[config.mk]
export PLATFORM = sky130hd
export DESIGN_NAME = piso_packet_receiver
export DESIGN_NICKNAME = d
export VERILOG_FILES = /design/src/rtl/larpix_rx_pkg.sv /design/src/rtl/rx_packet_fifo.sv /design/src/rtl/piso_packet_receiver.sv
export SDC_FILE = /design/constraint.sdc
export NUM_CORES = 1
export LEC_CHECK = 0
export CORE_MARGIN = 10
export CORE_UTILIZATION = 55
export DETAILED_ROUTE_END_ITERATION = 10
export GPL_TIMING_DRIVEN = 0
export MAX_ROUTING_LAYER = met4
export PLACE_DENSITY = 0.8
export REMOVE_ABC_BUFFERS = 1
export SETUP_SLACK_MARGIN = 0.02
export SYNTH_ARGS = -nofsm -noshare
export SYNTH_HDL_FRONTEND = slang
export SYNTH_SLANG_ARGS = --single-unit
[constraint.sdc]
create_clock -name clk -period 3.98 [get_ports clk]
set_clock_uncertainty 0.2 [all_clocks]
set_input_delay 0.796 -clock clk [delete_from_list [all_inputs] [get_ports clk]]
set_output_delay 0.796 -clock clk [all_outputs]
set_load 0.02 [all_outputs]
[src/rtl/larpix_rx_pkg.sv]
// Shared types for the LArPix PISO lane receiver.
//   DEFAULT_PACKET_W : default data bits per frame
//   rx_state_t       : receiver FSM states
//   rx_entry_t       : FIFO entry at the default packet width
package larpix_rx_pkg;

   localparam int unsigned DEFAULT_PACKET_W = 64;

   typedef enum logic [2:0] {
      StIdle,
      StStart,
      StData,
      StStop,
      StWaitIdle
   } rx_state_t;

   typedef struct packed {
      logic                        parity_err;
      logic [DEFAULT_PACKET_W-1:0] data;
   } rx_entry_t;

endpackage

[src/rtl/rx_packet_fifo.sv]
// First-word-fall-through FIFO of received packet entries.
//   clk, reset : clock, asynchronous active-high reset
//   push, wdata: write request and entry; ignored when full unless a pop happens the same cycle
//   pop        : remove head entry; ignored when empty
//   head       : head entry, all zeros while empty
//   full, empty: occupancy flags
//   count      : occupancy, 0..DEPTH
module rx_packet_fifo
   import larpix_rx_pkg::*;
#(
   parameter int unsigned DEPTH = 16,
   parameter type entry_t = rx_entry_t
) (
   input  logic                   clk,
   input  logic                   reset,
   input  logic                   push,
   input  entry_t                 wdata,
   input  logic                   pop,
   output entry_t                 head,
   output logic                   full,
   output logic                   empty,
   output logic [$clog2(DEPTH):0] count
);

   localparam int unsigned AW = $clog2(DEPTH);
   localparam int unsigned CW = AW + 1;

   entry_t          mem [DEPTH];
   logic [AW-1:0]   wr_ptr_q, rd_ptr_q;
   logic [CW-1:0]   count_q, count_d;
   logic            do_push, do_pop;

   assign empty   = (count_q == '0);
   assign full    = (count_q == CW'(DEPTH));
   assign do_pop  = pop && !empty;
   // A pop in the same cycle frees the slot, so a push into a full FIFO still lands.
   assign do_push = push && (!full || do_pop);

   always_comb begin
      count_d = count_q;
      case ({do_push, do_pop})
         2'b10:   count_d = count_q + CW'(1);
         2'b01:   count_d = count_q - CW'(1);
         default: count_d = count_q;
      endcase
   end

   always_ff @(posedge clk or posedge reset) begin
      if (reset) begin
         wr_ptr_q <= '0;
         rd_ptr_q <= '0;
         count_q  <= '0;
      end else begin
         if (do_push) wr_ptr_q <= wr_ptr_q + AW'(1);
         if (do_pop)  rd_ptr_q <= rd_ptr_q + AW'(1);
         count_q <= count_d;
      end
   end

   always_ff @(posedge clk) begin
      if (do_push) mem[wr_ptr_q] <= wdata;
   end

   // Gate the head so the stale storage never shows while empty.
   assign head  = empty ? '0 : mem[rd_ptr_q];
   assign count = count_q;

endmodule

[src/rtl/piso_packet_receiver.sv]
// Receiver for one LArPix PISO UART lane.
//   clk, reset        : clock, asynchronous active-high reset
//   piso_in           : serial line (idles high, asynchronous to clk)
//   packet_data       : head-of-FIFO packet
//   packet_parity_err : head packet failed odd parity
//   packet_valid      : FIFO not empty
//   packet_ready      : consumer accepts head packet
//   fifo_count        : FIFO occupancy
//   framing_err_count : saturating count of bad stop bits
//   overflow_count    : saturating count of packets dropped on a full FIFO
//   clear_counters    : synchronous clear of both counters (beats an increment)
module piso_packet_receiver
   import larpix_rx_pkg::*;
#(
   parameter int unsigned CLKS_PER_BIT = 4,
   parameter int unsigned PACKET_W     = DEFAULT_PACKET_W,
   parameter int unsigned FIFO_DEPTH   = 16,
   parameter int unsigned CNT_W        = 16
) (
   input  logic                        clk,
   input  logic                        reset,
   input  logic                        piso_in,
   output logic [PACKET_W-1:0]         packet_data,
   output logic                        packet_parity_err,
   output logic                        packet_valid,
   input  logic                        packet_ready,
   output logic [$clog2(FIFO_DEPTH):0] fifo_count,
   output logic [CNT_W-1:0]            framing_err_count,
   output logic [CNT_W-1:0]            overflow_count,
   input  logic                        clear_counters
);

   localparam int unsigned TW = $clog2(CLKS_PER_BIT);
   localparam int unsigned IW = $clog2(PACKET_W);
   localparam logic [TW-1:0] TimerHalf = TW'(CLKS_PER_BIT / 2 - 1);
   localparam logic [TW-1:0] TimerFull = TW'(CLKS_PER_BIT - 1);
   localparam logic [IW-1:0] LastIdx   = IW'(PACKET_W - 1);

   typedef struct packed {
      logic                parity_err;
      logic [PACKET_W-1:0] data;
   } pkt_entry_t;

   // Synchronizer resets to idle-high so reset release never looks like a start bit.
   logic [1:0] sync_q;
   logic       rx_s;

   always_ff @(posedge clk or posedge reset) begin
      if (reset) sync_q <= 2'b11;
      else       sync_q <= {sync_q[0], piso_in};
   end

   assign rx_s = sync_q[1];

   rx_state_t           state_q, state_d;
   logic [TW-1:0]       timer_q;
   logic [IW-1:0]       bit_idx_q;
   logic [PACKET_W-1:0] shift_q;
   logic                expiry;
   logic                load_half, load_full, clr_idx, sample, push, frame_err;

   assign expiry = (timer_q == '0);

   always_ff @(posedge clk or posedge reset) begin
      if (reset) state_q <= StIdle;
      else       state_q <= state_d;
   end

   always_comb begin
      state_d = state_q;
      unique case (state_q)
         StIdle:     if (!rx_s) state_d = StStart;
         StStart:    if (expiry) state_d = rx_s ? StIdle : StData;
         StData:     if (expiry && bit_idx_q == LastIdx) state_d = StStop;
         StStop:     if (expiry) state_d = rx_s ? StIdle : StWaitIdle;
         StWaitIdle: if (rx_s) state_d = StIdle;
         default:    state_d = StIdle;
      endcase
   end

   always_comb begin
      load_half = 1'b0;
      load_full = 1'b0;
      clr_idx   = 1'b0;
      sample    = 1'b0;
      push      = 1'b0;
      frame_err = 1'b0;
      unique case (state_q)
         StIdle: load_half = !rx_s;
         StStart: begin
            load_full = expiry && !rx_s;
            clr_idx   = expiry && !rx_s;
         end
         StData: begin
            sample    = expiry;
            load_full = expiry;
         end
         StStop: begin
            push      = expiry && rx_s;
            frame_err = expiry && !rx_s;
         end
         default: ;
      endcase
   end

   always_ff @(posedge clk or posedge reset) begin
      if (reset) begin
         timer_q   <= '0;
         bit_idx_q <= '0;
         shift_q   <= '0;
      end else begin
         if (load_half)      timer_q <= TimerHalf;
         else if (load_full) timer_q <= TimerFull;
         else                timer_q <= timer_q - TW'(1);

         if (clr_idx)     bit_idx_q <= '0;
         else if (sample) bit_idx_q <= bit_idx_q + IW'(1);

         if (sample) shift_q <= {rx_s, shift_q[PACKET_W-1:1]};
      end
   end

   pkt_entry_t wentry, head;
   logic       fifo_full, fifo_empty, fifo_pop, drop;

   assign wentry.parity_err = ~(^shift_q);
   assign wentry.data       = shift_q;
   assign fifo_pop          = packet_valid && packet_ready;
   assign drop              = push && fifo_full && !fifo_pop;

   rx_packet_fifo #(
      .DEPTH   (FIFO_DEPTH),
      .entry_t (pkt_entry_t)
   ) u_fifo (
      .clk   (clk),
      .reset (reset),
      .push  (push),
      .wdata (wentry),
      .pop   (fifo_pop),
      .head  (head),
      .full  (fifo_full),
      .empty (fifo_empty),
      .count (fifo_count)
   );

   assign packet_valid      = !fifo_empty;
   assign packet_data       = head.data;
   assign packet_parity_err = head.parity_err;

   logic [CNT_W-1:0] framing_q, overflow_q;

   always_ff @(posedge clk or posedge reset) begin
      if (reset) begin
         framing_q  <= '0;
         overflow_q <= '0;
      end else if (clear_counters) begin
         framing_q  <= '0;
         overflow_q <= '0;
      end else begin
         if (frame_err && framing_q != '1) framing_q  <= framing_q + CNT_W'(1);
         if (drop && overflow_q != '1)     overflow_q <= overflow_q + CNT_W'(1);
      end
   end

   assign framing_err_count = framing_q;
   assign overflow_count    = overflow_q;

endmodule

Word level (Yosys, flattened, before mapping)

Memory sizes are Yosys's and may differ from the RTL's.
Cells that the tools add are included.

$add $sub $neg: 8
Equality and inequality tests: 15
Muxes and demuxes: 26
Bitwise operators: 1
Reduce and logical (&&, ||, !) cells: 24

Operators by type and width:

| operator              | count |
|---|---|
| $mux 65               | 1 |
| $mux 16               | 4 |
| $reduce_xor 64->1     | 1 |
| $add 16x1->16 const B | 2 |
| $ne 16x16->1 const B  | 2 |
| $mux 3                | 6 |
| $pmux 3 s5            | 1 |
| $mux 6                | 2 |
| $logic_and 1x1->1     | 10 |
| $ne 2x2->1 const B    | 5 |
| $pmux 5 s2            | 1 |
| $add 4x1->4 const B   | 2 |
| $reduce_bool 2->1     | 4 |
| $mux 1                | 7 |
| $add 6x1->6 const B   | 1 |
| $eq 3x2->1 const B    | 2 |
| $eq 6x6->1 const B    | 1 |
| $mux 2                | 3 |
| $add 5x1->5 const B   | 1 |
| $eq 5x5->1 const B    | 1 |
| $logic_not 5->1       | 1 |
| $reduce_and 5->1      | 1 |
| $sub 5x1->5 const B   | 1 |
| $logic_not 1->1       | 4 |
| other kinds (10)      | 10 |

Bits in registers: 122
Memory bits (writable): 1040
Output and inout port bits: 103
Logic and storage cells: 85
Memories kept: 1

Memory list:

| memory     | depth | width | rd ports | clocked after Yosys merged registers in | write ports | line                 | RTL |
|---|---|---|---|---|---|---|---|
| u_fifo.mem | 16    | 65    | 1        | 0                                       | 1           | rx_packet_fifo.sv:28 | `entry_t mem [DEPTH];` |

Depth between registers and ports, before layout

Gate-level depths: netlist of the first run.

Word-level depth: 8
Gate-level depth with buffers: 12
Gate-level depth less buffers: 11

Modules after synthesis

From an unflattened synthesis of the first run, not the netlist that was laid out.

Cell total of the unflattened synthesis: 2274
Area total of the unflattened synthesis: 45798.9 sq um

Modules (own cells, without submodules):

| module               | instances | cells an instance | area an instance (sq um) |
|---|---|---|---|
| rx_packet_fifo       | 1         | 1832              | 40600.2 |
| piso_packet_receiver | 1         | 442               | 5198.7 |

Worst setup path before layout of the first run

OpenSTA, ideal clock, no wires.

Kind: input to register
Start: in packet_ready
End: mem u_fifo.mem[4][0] (netlist bit) (enable)
Library setup time: 430 ps
Data arrival time: 3153 ps
Setup slack: 197 ps
Stages: 6
Buffers on the path: 0
Cell sequence: and2b_2 > and2_2 > nor2_4 > nand2_1 > nor2_1 > and2_1

Word-level cells in the longest chain between the ends: 6

RTL lines:

| what                         | line                        | RTL |
|---|---|---|
| from (decl)                  | piso_packet_receiver.sv:26  | `input logic packet_ready,` |
| $logic_and 1x1->1            | piso_packet_receiver.sv:128 | `assign fifo_pop = packet_valid && packet_ready;` |
| $logic_and 1x1->1            | rx_packet_fifo.sv:35        | `assign do_pop = pop && !empty;` |
| $logic_or 1x1->1             | rx_packet_fifo.sv:37        | `assign do_push = push && (!full \|\| do_pop);` |
| $logic_and 1x1->1            | rx_packet_fifo.sv:37        |  |
| $mux 1                       | rx_packet_fifo.sv:61        | `if (do_push) mem[wr_ptr_q] <= wdata;` |
| $mux 1 (not written as such) | rx_packet_fifo.sv:61        |  |
| to (decl)                    | rx_packet_fifo.sv:28        |  |

Every way passes these cells.

Final worst setup path of the first run

Start: reg u_fifo.rd_ptr_q[0]
End: out packet_data[57]

Word-level cells in the longest chain between the ends: 2

RTL lines:

| what                   | line                       | RTL |
|---|---|---|
| from (decl)            | rx_packet_fifo.sv:29       | `logic [AW-1:0] wr_ptr_q, rd_ptr_q;` |
| from (signal assigned) | rx_packet_fifo.sv:55       | `if (do_pop) rd_ptr_q <= rd_ptr_q + AW'(1);` |
| $mem_v2 16x65          | n/a                        |  |
| $mux 65                | rx_packet_fifo.sv:65       | `assign head = empty ? '0 : mem[rd_ptr_q];` |
| to (decl)              | piso_packet_receiver.sv:23 | `output logic [PACKET_W-1:0] packet_data,` |

Every way passes these cells.

==> impl_summary.md, run 1 <==
Run status
The run finished with clean final reports.

GRT
For this run the aggregate overflow at the end of global routing stands at 0. The first global-routing pass estimated 176000 um of wire. Entering global routing, the biggest net connects between 70 and 80 pins.

The number of global-route vias before repair was around 25000. The overall track demand over capacity in global routing is a little over a quarter. The initial antenna violation count came to 1.

Logic synthesis
Counting flops with an async set or reset pin after synthesis yields a share of 10.5%. The synthesized instance count is ~2100. The cell area after synthesis is 44800 sq um. In the post-synthesis netlist, the cell with the most instances is edfxtp_1. Ranked by instance count, the synthesized netlist is headed by edfxtp_1, mux4_2, a22oi_1. The number of warnings issued by yosys is 0. The top-area cell type share of the netlist area is 69.7%. Sequential cells were found to cover between 70% and 80% of the synthesized design area. In this run the mean area of a mapped cell was approximately 21 sq um.

The number of different library cells used by synthesis comes to 53. The post-synthesis cell type with the largest combined area is edfxtp_1. Ranked by total cell area, the synthesized netlist is headed by edfxtp_1, mux4_2, dfrtp_1.

The most frequently used flop master after synthesis is edfxtp_1. Synthesis inferred ~1200 register bits. The synthesized design contains approximately 1000 enable-type register cells.

Finish
Of the cells placed in the final design, the portion with a size suffix greater than 1 is roughly 31%. Leaving out filler cells and counting taps, the final layout contains between 3000 and 4000. Cells fill 65.6% of the core in the end. The final layout contains about 2300 nets. Relative to the synthesized area, the layout overhead comes to 18.0%.

The total inserted antenna cells is 0.

Floorplanning
The core footprint is ~81000 sq um. In this run the vertical extent of the chip is just over 300 um. The initial utilization of the core area, before any placement, comes to between 50% and 60%. The floorplan has 104 rows.

The x dimension of the die is between 300 and 400 um. The full die area is between 90000 and 100000 sq um. The I/O pin count is between 100 and 150.

Clock network
The root cell of the clock tree is clkbuf_16. The H-tree generated during clock tree synthesis spans 3 levels. The clock insertion delay at the later pin of the skew report is 0.68 ns.

The total clock buffers created by CTS is 110. The tree built by TritonCTS fans out to approximately 1200 sinks. TritonCTS built the clock tree. For this design, the CTS-stage hold fixing added 0 buffers. The maximum buffer depth of the clock tree is 3.

The clock-pin slew reported for the worst setup and hold paths after clock tree synthesis is 0.06 ns.

Worst hold path
In this run the most critical hold path is launched from sync_q[0]. The path class of the tightest hold or removal check is reg2reg. The instance count along the most critical hold path is 0. The capture endpoint of the worst hold path is sync_q[1].

Setup path
Of all nets on the critical path, the largest fanout is 11. The depth of the most critical reg-to-reg path is 9. The biggest cell delay along the critical path is between 0.5 and 0.6 ns. STA classifies the critical path startpoint as a flip-flop.

The worst setup slack for register-to-register paths is around 0.23 ns. The slowest stage of the critical path belongs to the cell mux4_2. The critical path capture point type is an output port. The critical setup path kind is reg2out. Traced cell by cell, the critical path runs through buf_16 > buf_16 > buf_16 > buf_12 > buf_16 > mux4_2 > a22oi_2 > a21oi_1 > buf_2.

In this design, the critical path's most frequently occurring cell is buf_16. For the worst setup path, the data arrival time is slightly below 3 ns. In this run the critical register-to-register path is launched from timer_q[0]. The critical register-to-register path endpoint is u_fifo.mem[7][53]. STA puts the critical path data required time at ~3.0 ns.

Route
The number of remaining DRC errors is 0. The number of detailed-routing iterations run before antenna repair is 5. The violation count after the first detailed-routing iteration is roughly 3600. Using the TritonRoute via totals, the vias-per-cell ratio works out to between 6 and 7. The detail route stage leaves a number of antenna-violating nets equal to 0. The final routed wirelength across all metal layers is 123000 um. The average wire per standard cell is around 35 um.

The number of vias in the routed layout is approximately 24000.

Placed design
In this run, placement finished with an instance count of about 3200. The number of port buffers is 107. The final HPWL from detailed placement is ~53000 um. The placer's final routability congestion estimate is about 0.76.

STA
Summed over all failing endpoints, the final setup total negative slack is 0 ns. The max-slew violation count is 0. The number of hold violations in the final report is 0.

The final critical path takes up 99.3% of the cycle. Setup violations remaining at the end of the flow were counted as 0. Static timing analysis puts the maximum clock frequency at 253 MHz. The clock period could shrink to between 3 and 4 ns. Setup repair after global routing could not meet its margin everywhere. The worst slew margin relative to its limit is ~22%. The worst-margin pin slew is about 1.2 ns. The worst-case hold slack is roughly 0.16 ns.

Job
The number of max-cap violations is 0.

Pwr
VDD sags by at most between 0.0005 and 0.0006 V. Power spread over the standard cell area amounts to about 670 nW/um^2. The leakage power is ~17 nW.

Power comes to about 0.035 W.
## sequential cells by signal, summed over array words and instances, names as in the netlist, 3 cells and up
register / cells
bit_idx_q: 6
framing_err_count: 16
overflow_count: 16
shift_q: 64
state_q: 3
u_fifo.count: 5
u_fifo.mem: 1040
u_fifo.rd_ptr_q: 4
u_fifo.wr_ptr_q: 4
## where the power goes
| part | internal, W | leakage (nW) | switching, W |
|---|---|---|---|
| Sequential | 0.0134 | 11.0 | 0.000308 |
| Combinational | 0.00489 | 4.64 | 0.00609 |
| Clock | 0.00606 | 1.79 | 0.00459 |
| Total | 0.0244 | 17.4 | 0.0110 |
## critical path: cells and delay by family (launching register included)
| kind | cells | cell delay, ns |
|---|---|---|
| flops | 1 | 0.45 |
| buf+inv | 6 | 0.94 |
| compound gates | 2 | 0.32 |
| mux | 1 | 0.54 |
## metal layers
metal / share of wire, % / track usage (%)
met1: 34 / 33.0
met2: 51 / 43.5
met3: 11 / 5.49
met4: 4.2 / 10.4
met5: 0 / -
## repair_timing
| item | 4_1_cts | 5_1_grt |
|---|---|---|
| pin swaps | 8 | 8 |
| gates cloned | 26 | 5 |
| buffers inserted | 26 | 16 |
| endpoints found under the hold margin | 0 | 0 |
| resized for setup | 241 | 41 |
| setup endpoints to repair | 66 | 44 |
## stage by stage
| step | instance area [sq um] | worst slack (ns) |
|---|---|---|
| final | 52900 | 0.0264 |
| after global routing | 52900 | -0.0245 |
| after CTS | 52600 | -0.115 |
| after detailed placement | 47900 | -1.08 |
| after global placement | 46700 | -13.21 |
| after floorplan | 44300 | -8.28 |
## area by class of cell
type                    count  area, sq um
flip-flops and latches   1162        34300
fillers                  4839        27800
multi-input cells         829        10400
repair buffers            217         3180
clock buffers             152         3070
well taps                1060         1330
clock inverters            56          559
inverters                  11         46.3
## kinds of logic (layout without fill, tap and decap cells)
kind of cell	after synthesis	count (layout)	synth area share [%]
AO/OA/AOI/OAI	223	223	3.29
XOR/XNOR	102	102	1.99
flip-flops	1162	1162	76.5
multiplexers	329	329	14.8
adder cells (fa/ha/maj)	10	10	0.279
AND/OR/NAND/NOR	160	165	1.98
buffers and inverters	118	436	1.15
## layout by cell type, fill, tap and decap left out, drive strengths merged, types with 17 or more instances in the layout
cell           netlist  layout
a21oi               76      76
mux2                66      66
dfrtp              120     120
and2                19      20
buf                 48     128
nand2               25      25
clkdlybuf4s50        0      42
dlygate4sd2          0      17
mux4               260     260
xor2                26      26
nor2                47      48
a22oi              130     130
clkbuf              58     161
xnor2               76      76
edfxtp            1040    1040
clkinv               0      41
## worst max-delay path by stage
stage | start | cells after the start | end
detailed placement | u_fifo.rd_ptr_q[0] | 8 | packet_data[52]
CTS | u_fifo.rd_ptr_q[0] | 6 | packet_data[19]
global placement | u_fifo.rd_ptr_q[0] | 4 | packet_data[52]
floorplan | u_fifo.rd_ptr_q[0] | 3 | packet_data[0]
global route | u_fifo.rd_ptr_q[0] | 9 | packet_data[57]
finish | u_fifo.rd_ptr_q[0] | 9 | packet_data[57]
(Power assumes the default switching activity.)
==> run 2, diff against run 1 <==
REMOVE_ABC_BUFFERS = default   (was 1)
SKIP_CTS_REPAIR_TIMING = 1   (was default)
==> run 2 against run 1 <==
  * Critical path depth shrank 2
  * First-iteration DRC count shrank 6.7%
  * Sequential share of layout area grew 1.0 points
  * Clock power is essentially flat
  * Non-clock buffer count grew 16
==> impl_summary.md, run 2 (synthesized netlist as in run 1, its figures left out) <==
Floorplanning
The core footprint was 80700 sq um (unchanged). The full die area is 93300 sq um (unchanged). The overall die height is 305 um (unchanged).

The standard-cell row count came to 104 (unchanged). The I/O pin count was 108 (unchanged). The effective utilization at floorplan is 55.5% (unchanged).

The x dimension of the die is 305 um (unchanged).

Setup path
The critical path capture point type is an output port. The worst setup path is of the reg2out kind. The critical path starts at u_fifo.rd_ptr_q[0]. The startpoint of the most critical register-to-register path is shift_q[50]. The depth of the most critical reg-to-reg path is 6 (-3). The slowest stage of the critical path belongs to the cell mux4_2. By instance count, the cell type seen most on the critical path is buf_8. The data arrival time of the critical path is 2.94 ns (-0.02 ns). The cell class contributing the biggest share of worst-path delay is buffers and inverters. The worst register-to-register path ends at u_fifo.mem[9][64].

The biggest cell delay along the critical path was 0.54 ns (about the same). The critical path buffer and inverter count is 4 (-2). The critical path launch point type is a flip-flop. The worst setup slack for register-to-register paths is 0.34 ns (+0.11 ns). The maximum fanout count along the critical path is 10 (-1). The required time at the endpoint of the critical path is 2.98 ns (about the same). The signal on the critical path passes through buf_8 > buf_12 > buf_8 > mux4_2 > a22oi_1 > a21oi_2 > dlymetal6s2s_1.

Route
The final routed wirelength across all metal layers is 109000 um (-11%). The number of detailed-routing iterations run before antenna repair is 5 (unchanged). The number of remaining DRC errors is 0 (unchanged). The number of vias in the routed layout came to 23028 (-4.5%). The number of antenna-violating nets in the routed design is 0 (unchanged). The violation count after the first detailed-routing iteration is 3311 (-6.7%). The average wire per standard cell came to 31.3 um (-11%). The number of vias per cell after detailed routing was 6.59 (-4.8%).

STA
The final period utilization is 99.0% (-0.37 points). The worst slew margin relative to its limit came to 14.2% (-8.2 points). The max-slew violation count is 0 (unchanged). The worst-case hold slack came to 0.158 ns (+0.00234 ns).

The number of hold violations in the final report is 0 (unchanged). The total setup violations reported at the end of the flow is 0 (unchanged). The minimum clock period was 3.94 ns (-0.0147 ns).

The worst-margin pin slew is 1.28 ns (+0.117 ns). The maximum clock rate is 254 MHz (+0.37%). Setup repair after global routing could not meet its margin everywhere.

Pwr
The largest voltage drop on the vdd net came to 0.000420 V (-18%). The areal power density over the cells is 648 nW/um^2 (-3.1%). The leakage power is 17.6 nW (+0.96%).

Clock network
The clock sink count came to 1162 (unchanged). The root cell of the clock tree is clkbuf_16. The clock insertion delay at the later pin of the skew report was 0.69 ns (about the same).

The clock-pin slew reported for the worst setup and hold paths after clock tree synthesis is 0.06 ns (about the same). The number of levels the H-tree was split into is 3 (unchanged). The clock tree from TritonCTS is yes. The total clock buffers created by CTS came to 109 (-0.91%).

The maximum buffer depth of the clock tree is 3 (unchanged).

Finish
Counting flops per register, the top entry is u_fifo.mem. The utilization after layout was 64.5% (-1.0 points). The fraction of final layout cells sized beyond drive strength 1 is 27.4% (-3.3 points). The final net count is 2356 (+0.43%). The number of filler cells placed in the layout came to 5053 (+4.4%). The post-layout instance count excluding filler cells is 3496 (+0.26%). The library cells used most frequently in the layout, excluding fill and tap cells, are edfxtp_1, mux4_2, a22oi_1, dfrtp_1, clkbuf_16. The area growth from synthesis to layout is 16.2%.

The flip-flop count of the largest register, all copies and words added is 1040 (unchanged). The library cell used most frequently in the layout, excluding fill and tap cells, is edfxtp_1. In the final layout, the registers with the most flip-flops are u_fifo.mem x1040, shift_q x64.

GRT
The wire length of the first global-routing pass was 161000 um (-8.8%). The number of global-route vias before repair was 24183 (-3.2%). The overall track demand over capacity in global routing is 24.0% (-2.8 points). The initial antenna violation count is 4 (+3). The maximum number of pins on one net before global-route repair is 46 (-37%). The total congestion overflow is 0 (unchanged).

Job
The number of max-cap violations is 0 (unchanged).

Placed design
The final HPWL from detailed placement is 61800 um (+15%). The placer's final routability congestion estimate is 0.813 (+6.8%). The number of instances in the placed design was 3290 (+2.6%).

The number of port buffers is 107 (unchanged).

Worst hold path
The instance count along the most critical hold path came to 0 (unchanged). The launch point of the worst hold path is sync_q[0]. The worst hold path belongs to the class reg2reg. The worst hold path terminates at sync_q[1].

Logic synthesis
The number of nets handed over by synthesis was about 2100.

Run status
The run finished with clean final reports.
run 2: changes by cell type in the layout (fill, tap and decap cells not counted), moves of 17 or more:
cell | before | now
dlymetal6s2s_1 | 2 | 65
a22oi_2 | 38 | 7
buf_4 | 34 | 14
buf_16 | 46 | 16
clkbuf_4 | 0 | 35
a22oi_1 | 92 | 123
dlygate4sd2_1 | 17 | 0
run 2: layout make-up:
cell class,instances,area (sq um),share of cell area [%]
timing repair buffer,126,1730,3.33
tap,1060,1330,2.55
multi-input combinational,824,10100,19.5
clock buffer,150,3050,5.86
buffer,107,881,1.69
clock inverter,55,587,1.13
sequential,1162,34300,65.9
antenna,1,2.50,0.00481
inverter,11,45.0,0.0865
run 2: power breakdown:
group | internal, W | total, W | switching [W] | leakage [nW]
registers | 0.0134 | 0.0136 | 0.000204 | 11.0
clock network | 0.00602 | 0.0105 | 0.00445 | 1.79
logic | 0.00402 | 0.00965 | 0.00563 | 4.81
total | 0.0235 | 0.0337 | 0.0103 | 17.6
run 2: metal layers:
metal,up-vias,global-route usage [%],part of all wire (%)
li1,9208,-,-
met2,1547,39.6,52
met1,12058,29.6,36
met4,0,7.57,2.5
met3,215,5.09,10
met5,-,-,0
run 2: how the worst max path moves through the flow:
stage	endpoint	slack, ns	cells after the start
2_1_floorplan	u_fifo.mem[4][0]	0.20	6
3_3_place_gp	u_fifo.mem[0][31]	-2.29	5
3_5_place_dp	packet_data[24]	-0.70	7
4_1_cts	packet_data[24]	-1.48	7
5_1_grt	packet_data[24]	-0.03	7
6_report	packet_data[24]	0.04	7
run 2: through the flow:
stage | setup slack, ns | setup TNS, ns | total power [W] | area [sq um]
after global routing | -0.0307 | -0.0411 | 0.0348 | 52100
after global placement | -2.29 | -2332.41 | 0.0230 | 47200
after floorplan | 0.197 | 0 | 0.0192 | 44800
final | 0.0411 | 0 | 0.0337 | 52100
after detailed placement | -0.697 | -35.23 | 0.0231 | 47800
after CTS | -1.48 | -81.52 | 0.0335 | 51400
run 2: worst register-to-register path, stage by stage, from the launching register on:
cell	delay, ns
dfrtp_1	0.78
xnor2_1	0.23
xnor2_1	0.26
xnor2_1	0.10
xnor2_1	0.50
xnor2_1	0.17
xnor2_1	1.00
